## src/rtl/io_sync_conditioner.sv

```systemverilog
// Purpose : per-channel synchronizer -> consecutive-sample debouncer -> edge pulses.
// Latency : STAGES edges to sync_out, STAGES+DEBOUNCE_CYCLES edges to level/rise/fall.
// Backpressure: none; free-running, a sample is taken on every clk edge.
//
// Ports:
//   clk       sole clock, rising edge
//   rst_n     asynchronous active-low reset, clears all state
//   async_in  [WIDTH] raw asynchronous inputs
//   sync_out  [WIDTH] last synchronizer stage
//   level     [WIDTH] debounced level
//   rise/fall [WIDTH] one-cycle pulses on accepted 0->1 / 1->0 level changes
module io_sync_conditioner #(
  parameter int WIDTH           = 1,
  parameter int STAGES          = 2,
  parameter int DEBOUNCE_CYCLES = 4
) (
  input  logic             clk,
  input  logic             rst_n,
  input  logic [WIDTH-1:0] async_in,
  output logic [WIDTH-1:0] sync_out,
  output logic [WIDTH-1:0] level,
  output logic [WIDTH-1:0] rise,
  output logic [WIDTH-1:0] fall
);

  localparam int              CW      = (DEBOUNCE_CYCLES > 1) ? $clog2(DEBOUNCE_CYCLES) : 1;
  localparam logic [CW-1:0]   CNT_MAX = CW'(DEBOUNCE_CYCLES - 1);

  // Plain shift chain: only stage 0 may go metastable, so nothing else
  // is allowed to tap or combine with the intermediate stages.
  logic [WIDTH-1:0] r_sync [STAGES];

  always_ff @(posedge clk or negedge rst_n) begin
    if (!rst_n) begin
      for (int s = 0; s < STAGES; s++) r_sync[s] <= '0;
    end else begin
      r_sync[0] <= async_in;
      for (int s = 1; s < STAGES; s++) r_sync[s] <= r_sync[s-1];
    end
  end

  logic [WIDTH-1:0] w_sync;
  assign w_sync   = r_sync[STAGES-1];
  assign sync_out = w_sync;

  for (genvar g = 0; g < WIDTH; g++) begin : g_ch
    logic          r_level;
    logic          r_rise;
    logic          r_fall;
    logic [CW-1:0] r_cnt;

    always_ff @(posedge clk or negedge rst_n) begin
      if (!rst_n) begin
        r_level <= 1'b0;
        r_rise  <= 1'b0;
        r_fall  <= 1'b0;
        r_cnt   <= '0;
      end else begin
        // Pulses default low so they last exactly one cycle.
        r_rise <= 1'b0;
        r_fall <= 1'b0;
        if (w_sync[g] == r_level) begin
          r_cnt <= '0;
        end else if (r_cnt == CNT_MAX) begin
          // Mismatch has persisted DEBOUNCE_CYCLES edges: commit it.
          r_level <= w_sync[g];
          r_rise  <= w_sync[g];
          r_fall  <= ~w_sync[g];
          r_cnt   <= '0;
        end else begin
          r_cnt <= r_cnt + 1'b1;
        end
      end
    end

    assign level[g] = r_level;
    assign rise[g]  = r_rise;
    assign fall[g]  = r_fall;
  end

endmodule
```

## config.mk

```make
export PLATFORM = sky130hd
export DESIGN_NAME = io_sync_conditioner
export DESIGN_NICKNAME = d
export VERILOG_FILES = /design/src/rtl/io_sync_conditioner.sv
export SDC_FILE = /design/constraint.sdc
export NUM_CORES = 1
export LEC_CHECK = 0
export BUFFER_PORTS_ARGS = -buffer_cell sky130_fd_sc_hd__buf_2
export CAP_MARGIN = 25
export CORE_AREA = 5 5 42 44
export CTS_CLUSTER_DIAMETER = 30
export DETAILED_ROUTE_END_ITERATION = 6
export DIE_AREA = 0 0 47 49
export PLACE_DENSITY = 0.49
export SYNTH_ARGS = -nofsm -noshare
export SYNTH_HDL_FRONTEND = slang
export SYNTH_SLANG_ARGS = --single-unit
```

## constraint.sdc

```tcl
create_clock -name clk -period 1.04 [get_ports clk]
set_input_delay 0.156 -clock clk [delete_from_list [all_inputs] [get_ports clk]]
set_output_delay 0.156 -clock clk [all_outputs]
set_load 0.01 [all_outputs]
```

# Word level (Yosys, flattened, before mapping)

Cells that the tools add are included.

Add/subtract/negate cells: 1
Reduce and logical (&&, ||, !) cells: 1
Bitwise gates (word level): 2
Eq/ne operators: 2
Muxes and demuxes: 6

Operators by type and width:

| operator            | number |
|---|---|
| $mux 1              | 4 |
| $mux 2              | 2 |
| $add 2x1->2 const B | 1 |
| $eq 2x2->1 const B  | 1 |
| $not 1->1           | 2 |
| $reduce_and 2->1    | 1 |
| $eq 1x1->1          | 1 |

Bits in registers: 7
Input port bits: 3
Word-level logic and storage cells: 18

# Longest topological paths before layout

Depth after elaboration: 3
Gate-level depth with buffers: 2
Mapped depth without buffers: 2

# Least setup slack after synthesis

Ideal clock, no wire load.

Path kind: reg-to-reg
From: register g_ch[0].r_cnt[0]
To: register g_ch[0].r_level, in the netlist level
Library setup time: 128 ps
Buffers on the path: 0
Path slack: 9 ps
Stages on the path, launching flop included: 3
Period minus slack after synthesis: 1031 ps
Data required time: 912 ps
Arrival time: 903 ps
Cell sequence: dfrtp_1 > ha_1 > mux2_1

Word-level cells in the longest chain between the ends: 2

RTL lines:

| what                              | line | text |
|---|---|---|
| start, declared                   | 50   | `logic [CW-1:0] r_cnt;` |
| start signal, assigned            | 71   | `r_cnt <= r_cnt + 1'b1;` |
| $eq 2x2->1                        | 64   | `end else if (r_cnt == CNT_MAX) begin` |
| $reduce_and 2->1 (no source line) | n/a  |  |
| end signal, assigned              | 66   | `r_level <= w_sync[g];` |
| end, declared                     | 47   | `logic r_level;` |

No other way between the ends.
A chain may end at the register's enable or synchronous reset.

# Worst setup path in the final report

Ends and elaborated chain as after synthesis.

==> flow_summary.yaml <==
grt:
  grt_remaining_overflow: 0
  grt_most_used_layer: "met1"
  grt_max_degree: 8
  grt_first_pass_wirelength_um: 696
  number_of_antenna_violations_at_the_first_check_in_global_routing: 0
  grtUsageMet1: 0.0588
  globalRouteTotalUtil: 0.0476
  grt_use_met2: 0.0430
  gr-usage-met3: 0.0369
  grt_pass1_vias: 161
cts:
  cts.sinks: 7
  clkSlewWorstSetupHoldPaths_ns: 0.05
  clk_latency_ns: 0.25
  cts_tree: "done"
  cts-buffers-inserted: 3
  clock_path_buffers: 2
  cts.htree.levels: 1
  root_buffer: "sky130_fd_sc_hd__clkbuf_4"
  post-cts-setup-buffer-count: 0
yosys:
  netlist.top_cell.by_area: "sky130_fd_sc_hd__dfrtp_1"
  netlist-cell-type-count: 7
  synth_warnings: 0
  postSynthCellCount: 14
  synth_seq_area_share: 0.718
  synth.net_count: 18
  synth.area.top_cells: "sky130_fd_sc_hd__dfrtp_1, sky130_fd_sc_hd__and3b_2, sky130_fd_sc_hd__ha_1, sky130_fd_sc_hd__mux2_1, sky130_fd_sc_hd__nor3_2"
  postSynthAreaPerCell_sq_um: 17.4
  yosys.area.top_type_share: 0.718
  synth.cell_area_sq_um: 244
  synth-seq-cells: 7
critical_path:
  critPathKind: "register to register"
  critPathArrivalTime_ns: 1.12
  cp_num_buf_inv: 0
  critical_path.max_fanout: 4
  worst_path_max_delay_cell: "sky130_fd_sc_hd__dfrtp_1"
  timing.critical_path.cells: "ha_4 > mux2_4"
  rr_startpoint: "g_ch[0].r_cnt[0]$_DFF_PN0_"
  worst_ep_required_time_ns: 1.17
  ff2ff_path_depth: 2
  worst_setup_path_end_kind: "register"
  critical_path.max_stage_delay_ns: 0.41
  r2r_end: "level$_DFFE_PN0P_"
  regToRegSetupSlack_ns: 0.04
  family_with_the_most_delay_on_the_worst_path: "flip-flops"
  critical_path.startpoint_type: "register"
routing:
  dr.pass1.iters: 2
  detailed_route_wl_um: 461
  route.detailed.vias_per_inst: 3.66
  first_iter_violations: 2
  antenna_violating_nets_post_route: 0
  wire_per_inst_um: 10.5
  vias: 161
  drc: 0
sta:
  setup_viol: 0
  fin_skew_ns: 0.000206
  total_negative_slack_ns: 0
  worstMarginPinSlew_ns: 0.230
  max_slew_margin: 0.846
  post-route-min-period_ns: 0.995
  fmaxAchievable_mhz: 1000
  timing.final.crit_share: 0.957
  hold_violations: 0
  final.setup.worst_slack_ns: 0.0446
  grt_setup_unrepaired: "false"
  final_max_slew_viol_count: 0
status:
  run_status: "finished, final reports clean"
die:
  die_area_sq_um: 2300
  num_rows: 14
  die_y_um: 49
  io-pin-count: 7
  die_w_um: 47
  initial_standard_cell_utilization_of_the_core: 0.174
  fp.coreArea_sq_um: 1400
placement:
  gp_congestion: 0.628
  place_ws_ns: 0.00711
  io_buffer_count: 6
finish:
  antenna_cells_inserted: 0
  area.growth.synth_to_final_pct: 52.8
  drive_gt1_frac: 0.607
  finish.net_count: 33
job:
  cap_viol_max_count: 0
power:
  total_leakage_power_nw: 0.185
  peakVddDrop_mv: 0.987
  power.density_nw_per_um2: 2410
min_path:
  hold_path.class: "primary input to async pin"
==> stage by stage <==
step	instances	power [mW]	instance area [sq um]	util	hold slack, ns
floorplan	14	0.487	244	-	-0.140
global placement	38	0.572	309	0.221	-0.00709
detailed placement	38	0.583	309	0.221	-0.00541
CTS	44	0.853	358	0.255	0.251
global route	44	0.970	373	0.266	0.268
finish	44	0.897	373	0.266	0.258
==> power breakdown <==
part / switching (mW) / internal, mW
Sequential: 0.0637 / 0.337
Combinational: 0.0931 / 0.160
Clock: 0.0969 / 0.146
Total: 0.254 / 0.643
==> cells in the mapped netlist (all sizes together) <==
cell type and number:
nor3 1, ha 1, dfrtp 7, mux2 1, and3b 2, nor2b 1, xnor2 1
==> worst max path at each step <==
stage,start,endpoint,slack [ns],depth (start not counted)
2_1_floorplan,g_ch[0].r_cnt[0]$_DFF_PN0_,level$_DFFE_PN0P_,0.009,2
3_3_place_gp,g_ch[0].r_cnt[0]$_DFF_PN0_,level$_DFFE_PN0P_,0.02,2
3_5_place_dp,g_ch[0].r_cnt[0]$_DFF_PN0_,level$_DFFE_PN0P_,0.007,2
4_1_cts,g_ch[0].r_cnt[0]$_DFF_PN0_,level$_DFFE_PN0P_,0.02,2
5_1_grt,sync_out$_DFF_PN0_,sync_out,0.0006,1
6_report,g_ch[0].r_cnt[0]$_DFF_PN0_,level$_DFFE_PN0P_,0.04,2
==> what timing repair did <==
item	in CTS	in global routing
hold endpoints to repair	8	0
setup endpoints to repair	1	2
gates cloned	0	0
gates resized for setup	1	3
pin swaps	0	1
hold buffers	2	0
==> metal layers <==
| metal | share of wire | routed length (um) |
|---|---|---|
| met5 | 0 | 0 |
| met4 | 0.0087 | 4 |
| met3 | 0.11 | 49 |
| met2 | 0.49 | 226 |
| met1 | 0.39 | 180 |
==> cell usage in the layout (no fill, tap or decap), drive strengths merged <==
cell type	n
and3b	2
buf	8
dfrtp	7
xnor2	1
mux2	1
ha	1
clkbuf	4
nor3	1
dlygate4sd3	2
nor2b	1
==> logic make-up (layout without fill, tap and decap cells) <==
logic type,count (synthesis),in the layout,synth area share
XOR/XNOR,1,1,0.0359
adder cells (fa/ha/maj),1,1,0.0513
buffers and inverters,0,14,0
flip-flops,7,7,0.718
multiplexers,1,1,0.0462
AND/OR/NAND/NOR,4,4,0.149
==> sequential cells by signal (all words and copies together), names as in the netlist <==
signal	cells
r_sync	1
g_ch.r_cnt	2
sync_out	1
fall	1
level	1
rise	1
==> worst register-to-register path: stages (launching register included) <==
cell and delay, ns:
sky130_fd_sc_hd__dfrtp_1 0.41, sky130_fd_sc_hd__ha_4 0.18, sky130_fd_sc_hd__mux2_4 0.29
==> final cells by class <==
type	count	area [sq um]
clock buffers	4	26.3
fillers	158	1030
multi-input cells	7	85.1
flip-flops and latches	7	176
well taps	16	20.0
repair buffers	10	65.1
No activity file was read; power rests on OpenSTA's default activity.
